**src/rtl/operand_loader_if.sv**
```systemverilog
// rtl/operand_loader_if.sv - Descriptor, operand stream, SRAM write port and MAC handshake bundle
// for operand_loader. The slave modport is the loader's view; master is the environment's view.
interface operand_loader_if #(
    parameter int DATA_W = 64,
    parameter int ADDR_W = 3
);
    logic              cfg_valid;
    logic [11:0]       cfg_mnt;
    logic              cfg_ready;

    logic              s_valid;
    logic [DATA_W-1:0] s_data;
    logic              s_ready;

    logic              we_i;
    logic [ADDR_W-1:0] waddr_i;
    logic [DATA_W-1:0] wdata_i;
    logic              we_w;
    logic [ADDR_W-1:0] waddr_w;
    logic [DATA_W-1:0] wdata_w;

    logic              start;
    logic [11:0]       mnt;
    logic              done;
    logic              busy;
    logic              err;

    modport master (
        output cfg_valid, cfg_mnt, s_valid, s_data, done,
        input  cfg_ready, s_ready, we_i, waddr_i, wdata_i,
               we_w, waddr_w, wdata_w, start, mnt, busy, err
    );

    modport slave (
        input  cfg_valid, cfg_mnt, s_valid, s_data, done,
        output cfg_ready, s_ready, we_i, waddr_i, wdata_i,
               we_w, waddr_w, wdata_w, start, mnt, busy, err
    );
endinterface

```
**src/rtl/operand_loader.sv**
```systemverilog
// rtl/operand_loader.sv - Loads T input and M weight words into the SRAMs, then starts the MAC array.
// Define LOADER_ZERO_FILL_EN to zero-pad unused SRAM words (PAD state) before START.
module operand_loader #(
    parameter int DATA_W = 64,
    parameter int ADDR_W = 3,
    parameter int DEPTH  = 8
) (
    input  logic            i_clk,
    input  logic            i_rst,
    operand_loader_if.slave bus
);
    localparam int CW = ADDR_W + 1;

`ifdef LOADER_ZERO_FILL_EN
    typedef enum logic [2:0] {S_IDLE, S_LOAD_I, S_LOAD_W, S_FIRE, S_WAIT, S_PAD} state_t;
`else
    typedef enum logic [2:0] {S_IDLE, S_LOAD_I, S_LOAD_W, S_FIRE, S_WAIT} state_t;
`endif

    state_t            r_state;
    state_t            w_next_state;
    logic [CW-1:0]     r_cnt;
    logic [CW-1:0]     w_next_cnt;
    logic [CW-1:0]     w_cnt_inc;
    logic [CW-1:0]     w_job_m;
    logic [CW-1:0]     w_job_t;

    logic              r_cfg_ready;
    logic              r_s_ready;
    logic              r_busy;
    logic              r_start;
    logic              r_err;
    logic              r_we_i;
    logic              r_we_w;
    logic [ADDR_W-1:0] r_waddr_i;
    logic [ADDR_W-1:0] r_waddr_w;
    logic [DATA_W-1:0] r_wdata_i;
    logic [DATA_W-1:0] r_wdata_w;
    logic [11:0]       r_mnt;

    logic              w_cfg_hs;
    logic              w_s_hs;
    logic              w_cfg_ok;
    logic              w_latch;
    logic              w_err;
    logic              w_we_i;
    logic              w_we_w;
    logic [DATA_W-1:0] w_wdata;
    logic [3:0]        w_cfg_m;
    logic [3:0]        w_cfg_n;
    logic [3:0]        w_cfg_t;

`ifdef LOADER_ZERO_FILL_EN
    logic              r_pad_w;
    logic              w_next_pad_w;
`endif

    assign w_cfg_hs  = bus.cfg_valid & r_cfg_ready;
    assign w_s_hs    = bus.s_valid & r_s_ready;
    assign w_cfg_m   = bus.cfg_mnt[11:8];
    assign w_cfg_n   = bus.cfg_mnt[7:4];
    assign w_cfg_t   = bus.cfg_mnt[3:0];
    assign w_cnt_inc = r_cnt + 1'b1;
    assign w_job_m   = CW'(r_mnt[11:8]);
    assign w_job_t   = CW'(r_mnt[3:0]);

    assign w_cfg_ok = (w_cfg_m != 4'd0) && ({1'b0, w_cfg_m} <= 5'(DEPTH)) &&
                      (w_cfg_n != 4'd0) && (w_cfg_n <= 4'd4) &&
                      (w_cfg_t != 4'd0) && ({1'b0, w_cfg_t} <= 5'(DEPTH));

    always_ff @(posedge i_clk) begin
        if (i_rst) begin
            r_state <= S_IDLE;
        end else begin
            r_state <= w_next_state;
        end
    end

    always_comb begin
        w_next_state = r_state;
        w_next_cnt   = r_cnt;
        w_we_i       = 1'b0;
        w_we_w       = 1'b0;
        w_wdata      = bus.s_data;
        w_latch      = 1'b0;
        w_err        = 1'b0;
`ifdef LOADER_ZERO_FILL_EN
        w_next_pad_w = r_pad_w;
`endif
        case (r_state)
            S_IDLE: begin
                if (w_cfg_hs) begin
                    if (w_cfg_ok) begin
                        w_latch      = 1'b1;
                        w_next_cnt   = '0;
                        w_next_state = S_LOAD_I;
                    end else begin
                        w_err = 1'b1;
                    end
                end
            end
            S_LOAD_I: begin
                if (w_s_hs) begin
                    w_we_i = 1'b1;
                    if (w_cnt_inc == w_job_t) begin
                        w_next_cnt   = '0;
                        w_next_state = S_LOAD_W;
                    end else begin
                        w_next_cnt = w_cnt_inc;
                    end
                end
            end
            S_LOAD_W: begin
                if (w_s_hs) begin
                    w_we_w = 1'b1;
                    if (w_cnt_inc == w_job_m) begin
`ifdef LOADER_ZERO_FILL_EN
                        // Pad the input SRAM first, then the weight SRAM; a full SRAM is skipped.
                        if (w_job_t < CW'(DEPTH)) begin
                            w_next_cnt   = w_job_t;
                            w_next_pad_w = 1'b0;
                            w_next_state = S_PAD;
                        end else if (w_job_m < CW'(DEPTH)) begin
                            w_next_cnt   = w_job_m;
                            w_next_pad_w = 1'b1;
                            w_next_state = S_PAD;
                        end else begin
                            w_next_cnt   = '0;
                            w_next_state = S_FIRE;
                        end
`else
                        w_next_cnt   = '0;
                        w_next_state = S_FIRE;
`endif
                    end else begin
                        w_next_cnt = w_cnt_inc;
                    end
                end
            end
`ifdef LOADER_ZERO_FILL_EN
            S_PAD: begin
                w_wdata = '0;
                if (r_pad_w) begin
                    w_we_w = 1'b1;
                end else begin
                    w_we_i = 1'b1;
                end
                if (r_cnt == CW'(DEPTH - 1)) begin
                    if (!r_pad_w && (w_job_m < CW'(DEPTH))) begin
                        w_next_cnt   = w_job_m;
                        w_next_pad_w = 1'b1;
                    end else begin
                        w_next_cnt   = '0;
                        w_next_state = S_FIRE;
                    end
                end else begin
                    w_next_cnt = w_cnt_inc;
                end
            end
`endif
            S_FIRE: begin
                w_next_state = S_WAIT;
            end
            S_WAIT: begin
                if (bus.done) begin
                    w_next_state = S_IDLE;
                end
            end
            default: begin
                w_next_state = S_IDLE;
            end
        endcase
    end

    // Every output is a register loaded from the next-state decode, so each
    // status flag lines up with the state it describes.
    always_ff @(posedge i_clk) begin
        if (i_rst) begin
            r_cnt       <= '0;
            r_cfg_ready <= 1'b0;
            r_s_ready   <= 1'b0;
            r_busy      <= 1'b0;
            r_start     <= 1'b0;
            r_err       <= 1'b0;
            r_we_i      <= 1'b0;
            r_we_w      <= 1'b0;
            r_waddr_i   <= '0;
            r_waddr_w   <= '0;
            r_wdata_i   <= '0;
            r_wdata_w   <= '0;
            r_mnt       <= '0;
`ifdef LOADER_ZERO_FILL_EN
            r_pad_w     <= 1'b0;
`endif
        end else begin
            r_cnt       <= w_next_cnt;
            r_cfg_ready <= (w_next_state == S_IDLE);
            r_s_ready   <= (w_next_state == S_LOAD_I) || (w_next_state == S_LOAD_W);
            r_busy      <= (w_next_state != S_IDLE);
            r_start     <= (w_next_state == S_FIRE);
            r_err       <= w_err;
            r_we_i      <= w_we_i;
            r_we_w      <= w_we_w;
            if (w_we_i) begin
                r_waddr_i <= r_cnt[ADDR_W-1:0];
                r_wdata_i <= w_wdata;
            end
            if (w_we_w) begin
                r_waddr_w <= r_cnt[ADDR_W-1:0];
                r_wdata_w <= w_wdata;
            end
            if (w_latch) begin
                r_mnt <= bus.cfg_mnt;
            end
`ifdef LOADER_ZERO_FILL_EN
            r_pad_w     <= w_next_pad_w;
`endif
        end
    end

    assign bus.cfg_ready = r_cfg_ready;
    assign bus.s_ready   = r_s_ready;
    assign bus.busy      = r_busy;
    assign bus.start     = r_start;
    assign bus.err       = r_err;
    assign bus.we_i      = r_we_i;
    assign bus.waddr_i   = r_waddr_i;
    assign bus.wdata_i   = r_wdata_i;
    assign bus.we_w      = r_we_w;
    assign bus.waddr_w   = r_waddr_w;
    assign bus.wdata_w   = r_wdata_w;
    assign bus.mnt       = r_mnt;
endmodule
```
**src/flat_wrapper.sv**
```systemverilog
// flat-port wrapper written by rule: the top's interface ports become plain ports
module operand_loader_flat 
#(
    parameter int DATA_W = 64,
    parameter int ADDR_W = 3,
    parameter int DEPTH  = 8
)
  (i_clk, i_rst, bus_cfg_valid, bus_cfg_mnt, bus_s_valid, bus_s_data, bus_done, bus_cfg_ready, bus_s_ready, bus_we_i, bus_waddr_i, bus_wdata_i, bus_we_w, bus_waddr_w, bus_wdata_w, bus_start, bus_mnt, bus_busy, bus_err);
  operand_loader_if #(.DATA_W(DATA_W), .ADDR_W(ADDR_W)) bus_i ();
  input  logic i_clk;
  input  logic i_rst;
  input wire logic [$bits(bus_i.cfg_valid)-1:0] bus_cfg_valid;
  input wire logic [$bits(bus_i.cfg_mnt)-1:0] bus_cfg_mnt;
  input wire logic [$bits(bus_i.s_valid)-1:0] bus_s_valid;
  input wire logic [$bits(bus_i.s_data)-1:0] bus_s_data;
  input wire logic [$bits(bus_i.done)-1:0] bus_done;
  output wire logic [$bits(bus_i.cfg_ready)-1:0] bus_cfg_ready;
  output wire logic [$bits(bus_i.s_ready)-1:0] bus_s_ready;
  output wire logic [$bits(bus_i.we_i)-1:0] bus_we_i;
  output wire logic [$bits(bus_i.waddr_i)-1:0] bus_waddr_i;
  output wire logic [$bits(bus_i.wdata_i)-1:0] bus_wdata_i;
  output wire logic [$bits(bus_i.we_w)-1:0] bus_we_w;
  output wire logic [$bits(bus_i.waddr_w)-1:0] bus_waddr_w;
  output wire logic [$bits(bus_i.wdata_w)-1:0] bus_wdata_w;
  output wire logic [$bits(bus_i.start)-1:0] bus_start;
  output wire logic [$bits(bus_i.mnt)-1:0] bus_mnt;
  output wire logic [$bits(bus_i.busy)-1:0] bus_busy;
  output wire logic [$bits(bus_i.err)-1:0] bus_err;
  assign bus_i.cfg_valid = bus_cfg_valid;
  assign bus_i.cfg_mnt = bus_cfg_mnt;
  assign bus_i.s_valid = bus_s_valid;
  assign bus_i.s_data = bus_s_data;
  assign bus_i.done = bus_done;
  assign bus_cfg_ready = bus_i.cfg_ready;
  assign bus_s_ready = bus_i.s_ready;
  assign bus_we_i = bus_i.we_i;
  assign bus_waddr_i = bus_i.waddr_i;
  assign bus_wdata_i = bus_i.wdata_i;
  assign bus_we_w = bus_i.we_w;
  assign bus_waddr_w = bus_i.waddr_w;
  assign bus_wdata_w = bus_i.wdata_w;
  assign bus_start = bus_i.start;
  assign bus_mnt = bus_i.mnt;
  assign bus_busy = bus_i.busy;
  assign bus_err = bus_i.err;
  operand_loader #(.DATA_W(DATA_W), .ADDR_W(ADDR_W), .DEPTH(DEPTH)) u_core (.i_clk(i_clk), .i_rst(i_rst), .bus(bus_i));
endmodule
```
**config.mk**
```make
export PLATFORM = sky130hd
export DESIGN_NAME = operand_loader_flat
export DESIGN_NICKNAME = d
export VERILOG_FILES = /design/src/rtl/operand_loader_if.sv /design/src/rtl/operand_loader.sv /design/src/flat_wrapper.sv
export SDC_FILE = /design/constraint.sdc
export NUM_CORES = 1
export LEC_CHECK = 0
export ABC_AREA = 1
export CELL_PAD_IN_SITES_DETAIL_PLACEMENT = 1
export CELL_PAD_IN_SITES_GLOBAL_PLACEMENT = 1
export CORE_ASPECT_RATIO = 1.1
export CORE_MARGIN = 4
export CORE_UTILIZATION = 27
export CTS_CLUSTER_SIZE = 40
export DETAILED_ROUTE_END_ITERATION = 7
export GPL_ROUTABILITY_DRIVEN = 0
export PLACE_DENSITY_LB_ADDON = 0.3
export SYNTH_ARGS = -nofsm -noshare
export SYNTH_HDL_FRONTEND = slang
export SYNTH_SLANG_ARGS = --single-unit
```
**constraint.sdc**
```tcl
create_clock -name i_clk -period 1.4 [get_ports i_clk]
set_input_delay 0.21 -clock i_clk [delete_from_list [all_inputs] [get_ports i_clk]]
set_output_delay 0.21 -clock i_clk [all_outputs]
set_load 0.1 [all_outputs]
```
==> reports/summary.txt <==
Critical path's slowest cell: dfxtp_4
Period minus WS final: 1.47 ns
Synth area leaders: dfxtp_1, nor2_1, o21ai_0, nand2_1, clkbuf_1
Layout net count: 1110
Least-Margin Pin Slew: 0.242 ns
Sequential fraction of the synthesis area: 54.4%
Final Cycle Share: 105%
Cell family with most CP delay: simple AND/OR/NAND/NOR gates
Max Clock Freq: 680 MHz
Max_slew headroom: 83.8%
DIE WIDTH: 149 um
Final antenna-violating net count: 0
Max stage delay on crit path: 0.36 ns
Leak: 0.00479 uW
FF/Latch Area: 3250 um^2
Io pins: 234
Synth top area share: 54.4%
Worst endpoint required time: 1.71 ns
Clock Latency Late Sink: 0.42 ns
Clock buffer count from CTS: 17
Critical path launch point type: register
Commonest non-fill, non-tap cells in the layout: nor2_1, buf_12, dfxtp_1
H-tree level count: 4
Cell taking the most area after synthesis: dfxtp_1
CTS tree: built
Final worst setup slack: -0.0699 ns
Max-cap violations: 0
Core Footprint: 21400 um^2
Worst path most repeated cell: nand2_1
First-pass GRT wire length: 35900 um
Failing checks: setup timing
CP endpoint kind: register
CP max FO: 6
Buf+Inv Stages, Crit Path: 0
Multi-input gate area: 2520 um^2
Initial DRT Pass Iterations: 4
PD cells: 889 nW/um^2
Commonest non-fill, non-tap cell in the layout: nor2_1
Fill cells: 2342
Max Clock Skew: 0.00845 ns
Syn nets: 851
Mapped cell area: 5890 um^2
DR vias: 6035
Synth cell types: 27
Syn Area/Cell: 7.66 um^2
DRC viols: 0
Min-delay worst type: in -> reg
WS Path Type: reg -> reg
Vias per Instance: 4.53
Final core utilization: 52.9%
Post-Place Setup Slack: -0.461 ns
Final hold violations: 0
Largest net degree at the start of global routing: 39
Input/output buffers: 233
Power Total: 10100 uW
Ys Warns: 0
Core Rows: 56
Clk buf depth: 2
#FFs+latches synth: 160
Synth-to-layout area growth: 92.1%
Routed WL per cell: 17.2 um
Total track usage: 18.9%
Post-placement cell area: 10500 um^2
Die Y-Extent: 163 um
Arrival @ worst endpoint: 1.78 ns
CP cell instances: ha_4 > xnor2_2 > nand2_1 > nor2_4 > nand2_4 > nand3_2 > nand2_1 > nand2_1 > a21oi_2
Post-Route WL: 22800 um
Initial DRC count: 176
Root Driver: clkbuf_16
Worst ir drop on vdd: 0.764 mV
CTS sink cnt: 160
Share of cells above drive strength 1: 29.0%
Post-synthesis cell count: 769
Slew Limit Fails: 0
Initial Util: 27.6%
Status: finished with violations
Setup Viol. Count Final: 17
Full die area: 24200 um^2
Initial antenna violation count: 0
Number of global-route vias before repair: 6493
Final global-route overflow total: 0
Design Area, Final: 11300 um^2
Final HPWL DP: 16600 um
Clk slew on worst S/H paths: 0.07 ns
RSZ-0062 raised after global routing: true
Ant. Diodes: 0
[power by group]
part,switching [uW],internal (uW)
clock network,1960,2920
registers,15.0,4550
logic,280,340
total,2250,7810
[repair_timing]
action | CTS | global route
setup endpoints to repair | 77 | 152
resized for setup | 18 | 26
hold buffers | 0 | 0
setup buffers | 4 | 1
pin swaps | 14 | 9
[synth_stat cells, drive strengths merged]
master    n
nor2    289
nand2    45
nand3    21
buf      16
xnor2     2
a31oi     2
inv      28
clkinv    1
nor3b     1
dfxtp   160
clkbuf   32
nand3b    1
a21oi    17
o21ai   148
nand4     2
xor2      3
ha        1
[metal layers]
metal,global-route usage (%),up-vias,part of all wire [%]
met5,0,-,0
met4,5.53,0,1.5
met3,6.60,25,6.7
met2,34.0,142,53
met1,20.9,2886,39
li1,-,2982,-
[area by class of cell]
| type | instances | share of cell area, % |
|---|---|---|
| clock buffers | 21 | 4.07 |
| flip-flops and latches | 160 | 28.7 |
| repair buffers | 288 | 39.4 |
| inverters | 29 | 1.04 |
| well taps | 290 | 3.21 |
| clock inverters | 11 | 1.36 |
| multi-input cells | 532 | 22.2 |
[kinds of logic after synthesis]
logic type,after synthesis,share of synthesized area (%)
AND/OR/NAND/NOR,359,24.6
buffers and inverters,77,5.44
flip-flops,160,54.4
XOR/XNOR,5,0.744
adder cells (fa/ha/maj),1,0.212
AO/OA/AOI/OAI,167,14.7
[sequential cells by signal, indices dropped and copies added, names as in the netlist]
register and cells:
u_core.bus.mnt 12, u_core.bus.waddr_w 3, u_core.bus.wdata_i 64, u_core.r_state 3, u_core.bus.wdata_w 64, u_core.bus.busy 1, u_core.r_cnt 4, u_core.bus.cfg_ready 1
u_core.bus.start 1, u_core.bus.we_i 1, u_core.bus.we_w 1, u_core.bus.s_ready 1, u_core.bus.err 1, u_core.bus.waddr_i 3
[metrics by stage]
| step | setup TNS [ns] | cells | hold slack, ns |
|---|---|---|---|
| 5_1_grt | -12.55 | 1331 | 0.392 |
| 3_5_place_dp | -34.89 | 1294 | 0.494 |
| 6_report | -0.457 | 1331 | 0.399 |
| 2_1_floorplan | 0 | 769 | 0.279 |
| 3_3_place_gp | -32.37 | 1294 | 0.497 |
| 4_1_cts | -0.874 | 1330 | 0.381 |
[worst min-delay path, delay by kind of cell]
family	cells	cell delay (ns)
and+or+nand+nor	2	0.15
buffers and inverters	1	0.42
[worst paths after layout]
check | start | end | slack, ns | cells past startpoint
max reg2reg | u_core.r_cnt[1]$_SDFFE_PP0P_ | u_core.r_cnt[3]$_SDFFE_PP0P_ | -0.07 | 9
min | bus_s_data[58] | u_core.bus.wdata_i[58]$_SDFFE_PP0P_ | 0.40 | 3
min reg2reg | u_core.bus.mnt[7]$_SDFFE_PP0P_ | u_core.bus.mnt[7]$_SDFFE_PP0P_ | 0.50 | 2
max | u_core.r_cnt[1]$_SDFFE_PP0P_ | u_core.r_cnt[3]$_SDFFE_PP0P_ | -0.07 | 9
Note: power is estimated with default switching activity, not from simulation.
